### src/rtl/layer_sequencer.sv
// Layer sequencer: walks the network stage by stage and issues one Height/Width/Depth iteration per unstalled cycle.
// Build option GLOBAL_MAXPOOL_EN inserts a Global_MaxPool stage between CONV1D_3rd and FC_1st.
//
// state | meaning
// IDLE  | after reset, waiting for Start
// RUN   | issuing iterations of the current stage
// DRAIN | idle window between stages (Compute_stage = 0)
// DONE  | network finished, All_done held until Start
module layer_sequencer #(
    parameter int CONV1_W_LAST = 183,
    parameter int CONV1_D_LAST = 15,
    parameter int POOL_W_LAST  = 91,
    parameter int POOL_D_LAST  = 15,
    parameter int CONV2_W_LAST = 87,
    parameter int CONV2_D_LAST = 15,
    parameter int CONV3_W_LAST = 83,
    parameter int CONV3_D_LAST = 31,
    parameter int FC1_D_LAST   = 31,
    parameter int FC2_D_LAST   = 0,
    parameter int DRAIN_CYCLES = 8
) (
    input  logic       Clk,
    input  logic       Reset,
    input  logic       Start,
    input  logic       Stall,
    output logic [8:0] Compute_stage,
    output logic [3:0] Height,
    output logic [4:0] Depth,
    output logic [8:0] Width,
    output logic       Busy,
    output logic       Stage_done,
    output logic       All_done
);

    typedef enum logic [1:0] {IDLE, RUN, DRAIN, DONE} state_t;
    typedef enum logic [2:0] {S_CONV1, S_POOL, S_CONV2, S_CONV3, S_GMAX, S_FC1, S_FC2} stage_t;

    localparam int FC1_W_LAST = 6;
    localparam int FC2_W_LAST = 3;

    function automatic bit in_range(input int v, input int hi);
        in_range = (v >= 0) && (v <= hi);
    endfunction

    localparam bit PARAMS_OK =
        in_range(CONV1_W_LAST, 511) && in_range(CONV1_D_LAST, 31) &&
        in_range(POOL_W_LAST, 511)  && in_range(POOL_D_LAST, 31)  &&
        in_range(CONV2_W_LAST, 511) && in_range(CONV2_D_LAST, 31) &&
        in_range(CONV3_W_LAST, 511) && in_range(CONV3_D_LAST, 31) &&
        in_range(FC1_D_LAST, 31)    && in_range(FC2_D_LAST, 31)   &&
        (DRAIN_CYCLES >= 1) && (DRAIN_CYCLES <= 15);

    param_range_chk : assert property (@(posedge Clk) PARAMS_OK)
        else $error("layer_sequencer: parameter out of range");

    function automatic logic [8:0] code_of(input stage_t s);
        case (s)
            S_CONV1: code_of = 9'b001000000;
            S_POOL:  code_of = 9'b000100000;
            S_CONV2: code_of = 9'b000010000;
            S_CONV3: code_of = 9'b000001000;
            S_GMAX:  code_of = 9'b000000100;
            S_FC1:   code_of = 9'b000000010;
            default: code_of = 9'b000000001;
        endcase
    endfunction

    function automatic logic [3:0] h_last(input stage_t s);
        case (s)
            S_CONV2: h_last = 4'd7;
            S_CONV3: h_last = 4'd15;
            default: h_last = 4'd0;
        endcase
    endfunction

    function automatic logic [8:0] w_last(input stage_t s);
        case (s)
            S_CONV1:         w_last = 9'(CONV1_W_LAST);
            S_POOL:          w_last = 9'(POOL_W_LAST);
            S_CONV2:         w_last = 9'(CONV2_W_LAST);
            S_CONV3, S_GMAX: w_last = 9'(CONV3_W_LAST);
            S_FC1:           w_last = 9'(FC1_W_LAST);
            default:         w_last = 9'(FC2_W_LAST);
        endcase
    endfunction

    function automatic logic [4:0] d_last(input stage_t s);
        case (s)
            S_CONV1:         d_last = 5'(CONV1_D_LAST);
            S_POOL:          d_last = 5'(POOL_D_LAST);
            S_CONV2:         d_last = 5'(CONV2_D_LAST);
            S_CONV3, S_GMAX: d_last = 5'(CONV3_D_LAST);
            S_FC1:           d_last = 5'(FC1_D_LAST);
            default:         d_last = 5'(FC2_D_LAST);
        endcase
    endfunction

    // Global_MaxPool and the FC layers sweep Width innermost with Height pinned at 0.
    function automatic logic width_inner(input stage_t s);
        width_inner = (s == S_GMAX) || (s == S_FC1) || (s == S_FC2);
    endfunction

    function automatic stage_t next_stage(input stage_t s);
        case (s)
            S_CONV1: next_stage = S_POOL;
            S_POOL:  next_stage = S_CONV2;
            S_CONV2: next_stage = S_CONV3;
`ifdef GLOBAL_MAXPOOL_EN
            S_CONV3: next_stage = S_GMAX;
`else
            S_CONV3: next_stage = S_FC1;
`endif
            S_GMAX:  next_stage = S_FC1;
            default: next_stage = S_FC2;
        endcase
    endfunction

    state_t     state_q, state_nx;
    stage_t     stage_q, stage_nx;
    logic [8:0] code_q, code_nx;
    logic [3:0] h_q, h_nx;
    logic [8:0] w_q, w_nx;
    logic [4:0] d_q, d_nx;
    logic [3:0] drain_q, drain_nx;
    logic       busy_q, busy_nx;
    logic       sdone_q, sdone_nx;
    logic       adone_q, adone_nx;

    logic h_wrap, w_wrap, d_wrap, last_iter;

    assign h_wrap    = (h_q == h_last(stage_q));
    assign w_wrap    = (w_q == w_last(stage_q));
    assign d_wrap    = (d_q == d_last(stage_q));
    assign last_iter = h_wrap && w_wrap && d_wrap;

    always_ff @(posedge Clk or posedge Reset) begin
        if (Reset) begin
            state_q <= IDLE;
            stage_q <= S_CONV1;
            code_q  <= '0;
            h_q     <= '0;
            w_q     <= '0;
            d_q     <= '0;
            drain_q <= '0;
            busy_q  <= 1'b0;
            sdone_q <= 1'b0;
            adone_q <= 1'b0;
        end else begin
            state_q <= state_nx;
            stage_q <= stage_nx;
            code_q  <= code_nx;
            h_q     <= h_nx;
            w_q     <= w_nx;
            d_q     <= d_nx;
            drain_q <= drain_nx;
            busy_q  <= busy_nx;
            sdone_q <= sdone_nx;
            adone_q <= adone_nx;
        end
    end

    always_comb begin
        state_nx = state_q;
        stage_nx = stage_q;
        code_nx  = code_q;
        h_nx     = h_q;
        w_nx     = w_q;
        d_nx     = d_q;
        drain_nx = drain_q;
        busy_nx  = busy_q;
        sdone_nx = sdone_q;
        adone_nx = adone_q;

        case (state_q)
            IDLE, DONE: begin
                if (Start) begin
                    state_nx = RUN;
                    stage_nx = S_CONV1;
                    code_nx  = code_of(S_CONV1);
                    h_nx     = '0;
                    w_nx     = '0;
                    d_nx     = '0;
                    busy_nx  = 1'b1;
                    sdone_nx = 1'b0;
                    adone_nx = 1'b0;
                end
            end
            RUN: begin
                if (!Stall) begin
                    if (last_iter) begin
                        state_nx = DRAIN;
                        drain_nx = 4'(DRAIN_CYCLES - 1);
                        code_nx  = '0;
                        h_nx     = '0;
                        w_nx     = '0;
                        d_nx     = '0;
                        sdone_nx = 1'b1;
                    end else if (width_inner(stage_q)) begin
                        h_nx = '0;
                        if (w_wrap) begin
                            w_nx = '0;
                            d_nx = d_q + 5'd1;
                        end else begin
                            w_nx = w_q + 9'd1;
                        end
                    end else if (!h_wrap) begin
                        h_nx = h_q + 4'd1;
                    end else begin
                        h_nx = '0;
                        if (w_wrap) begin
                            w_nx = '0;
                            d_nx = d_q + 5'd1;
                        end else begin
                            w_nx = w_q + 9'd1;
                        end
                    end
                end
            end
            DRAIN: begin
                if (!Stall) begin
                    sdone_nx = 1'b0;
                    if (drain_q == 4'd0) begin
                        if (stage_q == S_FC2) begin
                            state_nx = DONE;
                            busy_nx  = 1'b0;
                            adone_nx = 1'b1;
                        end else begin
                            state_nx = RUN;
                            stage_nx = next_stage(stage_q);
                            code_nx  = code_of(next_stage(stage_q));
                        end
                    end else begin
                        drain_nx = drain_q - 4'd1;
                    end
                end
            end
            default: state_nx = IDLE;
        endcase
    end

    assign Compute_stage = code_q;
    assign Height        = h_q;
    assign Width         = w_q;
    assign Depth         = d_q;
    assign Busy          = busy_q;
    assign Stage_done    = sdone_q;
    assign All_done      = adone_q;

endmodule

### config.mk
export PLATFORM = sky130hd
export DESIGN_NAME = layer_sequencer
export DESIGN_NICKNAME = d
export VERILOG_FILES = /design/src/rtl/layer_sequencer.sv
export SDC_FILE = /design/constraint.sdc
export NUM_CORES = 1
export LEC_CHECK = 0
export BUFFER_PORTS_ARGS = -buffer_cell sky130_fd_sc_hd__buf_2
export CORE_MARGIN = 2
export CORE_UTILIZATION = 61
export DETAILED_ROUTE_END_ITERATION = 8
export GPL_ROUTABILITY_DRIVEN = 0
export GPL_TIMING_DRIVEN = 0
export PLACE_DENSITY_LB_ADDON = 0.3
export RECOVER_POWER = 25
export SYNTH_ARGS = -nofsm -noshare
export SYNTH_HDL_FRONTEND = slang
export SYNTH_SLANG_ARGS = --single-unit
### constraint.sdc
create_clock -name Clk -period 5.9 [get_ports Clk]
set_clock_uncertainty 0.2 [all_clocks]
set_input_delay 0.295 -clock Clk [delete_from_list [all_inputs] [get_ports Clk]]
set_output_delay 0.295 -clock Clk [all_outputs]
set_load 0.02 [all_outputs]
==> out/metrics.cfg <==
[hold_path]
hold_path_startpoint=Start
timing.hold.worst_path_depth=3
timing.hold.worst.class=primary input to flip-flop

[critical_path]
path_class=flip-flop to flip-flop
timing.critical_path.depth=9
crit_start=stage_q[0]$_DFFE_PP0P_
data_arrival_time_of_the_worst_path_ps=2780
r2r_cells=9
slowest_cell_on_crit_path=sky130_fd_sc_hd__or4b_1
critPathMaxFanout=10
cp-start-kind=flip-flop
crit-reg2reg-launch=stage_q[0]$_DFFE_PP0P_
setup.reg_to_reg.worst_slack_ps=3100
slowest_delay_ps=480
critPathBufInv=2
worstSetupEndpoint=Compute_stage[5]$_DFFE_PP0P_
crit_path_cell_trace=buf_2, or4b_1, a21oi_1, a31o_2, o2111ai_4, o21ai_2, and3b_1, buf_4, mux2_1
worstPathRequired_ps=5880
worstReg2RegEnd=Compute_stage[5]$_DFFE_PP0P_
crit_family=compound AO/OA/AOI/OAI gates
critPathCaptureType=flip-flop

[synth]
yosys_warnings=0
synth.cell_area_um2=2280
synth_seq_area_share=0.405
share_of_flip_flops_with_an_asynchronous_set_or_reset=1.00
syn-mean-instance-area_um2=8.88
yosysUniqueCellTypes=53
synth-edff-count=0
yosys_register_bits=37
synth_cells=257
synth_ff_type=sky130_fd_sc_hd__dfrtp_1

[sta]
finalHoldViolations=0
final-max-slew-violation-count=0
fmax_mhz=358
timing.max_slew.rel_slack=0.504
finalCriticalPeriod_ps=2800
timing_worst_slew_pin_value_ps=743
final.setup.tns_ps=0
setup-violations-final=0
rsz0062_at_grt=no
layout_worst_path_cycle_share=0.474

[floorplanning]
io-pin-count=34
fp.dieH_um=65.2
core.rowCount=22
start_util=0.628
die_area_um2=4250
die_width_um=65.2
core_area_um2=3630

[placement]
post-place-cells=337
portBuffers=31
dp_hpwl_um=3570

[layout]
area_growth_syn_to_layout_pct=13.8
fillers=319
mostFrequentLayoutCells=37 x sky130_fd_sc_hd__dfrtp_1, 31 x sky130_fd_sc_hd__clkbuf_1, 26 x sky130_fd_sc_hd__nand2_1
diodes=0
post_route_cells_drive_above_1_share=0.121
final_nets=308
layout_commonest_cell=sky130_fd_sc_hd__dfrtp_1
layoutNonFillerInstCount=346

[clock_network]
clk_transition_reported_paths_ps=70
cts_num_sinks=37
tritoncts=yes
h-tree-depth=2
number_of_instances_resized_during_post_cts_repair=0
cts.repair_timing.setup_buffer_count=0
clock-root-buffer=sky130_fd_sc_hd__clkbuf_8
ctsLongestPathBuffers=2
worstSkewPairLatency_ps=300
cts_inserted_buffers=5

[global_routing]
number_of_global_route_vias_before_repair=1917
grt_pass1_wl_um=8570
grt_antenna_before_repair=0
grt_remaining_overflow=0
grt_start_max_net_pins=38
track_usage=0.263

[flow_run]
maxCapViolations=0

[drt]
wire_per_inst_um=14.2
drt.antenna.violating_nets=0
viasPerCell=5.85
drt_first_pass_iters=4
detailroute.via_count=2024
drt_drc_violations_left=0
drt_iter0_markers=210
postRouteWirelength_um=4930

[power]
power.static_leakage_nw=1.19
worst_ir_drop_vdd_mv=0.414
power-per-cell-area_nw_per_um2=440

[status]
status=completed

==> routing by layer <==
layer | track usage | vias up | part of all wire
met1 | 0.327 | 950 | 0.43
met2 | 0.439 | 59 | 0.50
met5 | 0 | - | 0
li1 | - | 1000 | -
met4 | 0.120 | 0 | 0.029
met3 | 0.0548 | 15 | 0.045
==> cell usage after synthesis (6+ instances only) <==
master | instances | area share
sky130_fd_sc_hd__a21oi_1 | 20 | 0.044
sky130_fd_sc_hd__nor2_1 | 25 | 0.041
sky130_fd_sc_hd__ha_1 | 7 | 0.038
sky130_fd_sc_hd__xor2_1 | 6 | 0.023
sky130_fd_sc_hd__o21ai_0 | 15 | 0.033
sky130_fd_sc_hd__inv_1 | 10 | 0.016
sky130_fd_sc_hd__nand2b_1 | 7 | 0.019
sky130_fd_sc_hd__nand4_1 | 6 | 0.016
sky130_fd_sc_hd__nand2_1 | 26 | 0.043
sky130_fd_sc_hd__nand3_1 | 7 | 0.015
sky130_fd_sc_hd__dfrtp_1 | 37 | 0.41
==> sequential cells by signal (all words and copies together) (netlist names) <==
signal	cells
Width	9
Compute_stage	7
Depth	5
Height	4
drain_q	4
stage_q	3
state_q	2
All_done	1
Busy	1
Stage_done	1
==> kinds of logic (layout without fill, tap and decap cells) <==
logic type,count (synthesis),in the layout,synth area share
simple gates,107,107,0.241
compound gates,64,64,0.188
flops,37,37,0.405
buf+inv,25,65,0.0548
mux,9,9,0.0438
fa+ha+maj,7,7,0.0384
xor+xnor,7,7,0.0268
other cells,1,2,0.00164
==> worst min path at each step <==
stage | slack, ps | end
after floorplan | 270 | All_done$_DFFE_PP0P_
after global placement | 260 | Compute_stage[4]$_DFFE_PP0P_
after detailed placement | 270 | Depth[0]$_DFFE_PP0P_
after CTS | 130 | Busy$_DFFE_PP0P_
after global routing | 140 | Busy$_DFFE_PP0P_
final | 140 | Busy$_DFFE_PP0P_
==> worst reg2reg max path: cells and delay by family (launching register included) <==
kind,cells,cell delay (ps)
compound gates,4,770
buf+inv,2,340
flops,1,380
mux,1,340
simple gates,2,660
==> report_power, final <==
group          switching, mW  internal, mW
clock network         0.0912         0.138
logic                  0.371         0.198
registers             0.0464         0.298
total                  0.509         0.634
==> final cells by class <==
| class | instances | area, um^2 | share of cell area |
|---|---|---|---|
| multi-input cells | 196 | 1240 | 0.476 |
| repair buffers | 32 | 134 | 0.0515 |
| flip-flops and latches | 37 | 926 | 0.356 |
| well taps | 48 | 60.1 | 0.0231 |
| plain buffers | 15 | 87.6 | 0.0337 |
| clock inverters | 1 | 30.0 | 0.0116 |
| inverters | 10 | 37.5 | 0.0145 |
| clock buffers | 7 | 86.3 | 0.0332 |
==> timing repair <==
action / in CTS / in global routing
hold buffers: 1 / 0
setup endpoints to repair: 0 / 0
hold endpoints to repair: 37 / 0
==> metrics by stage <==
step | util | power (mW) | instance area (um^2) | setup WS, ps | hold WS, ps
after floorplan | - | 0.780 | 2290 | 3300 | 275
after global placement | 0.689 | 0.900 | 2500 | 3230 | 262
after detailed placement | 0.689 | 0.919 | 2500 | 3160 | 271
after CTS | 0.723 | 1.15 | 2630 | 3140 | 133
after global routing | 0.715 | 1.23 | 2600 | 2900 | 137
final | 0.715 | 1.14 | 2600 | 3100 | 144
No activity file was read; power rests on OpenSTA's default activity.
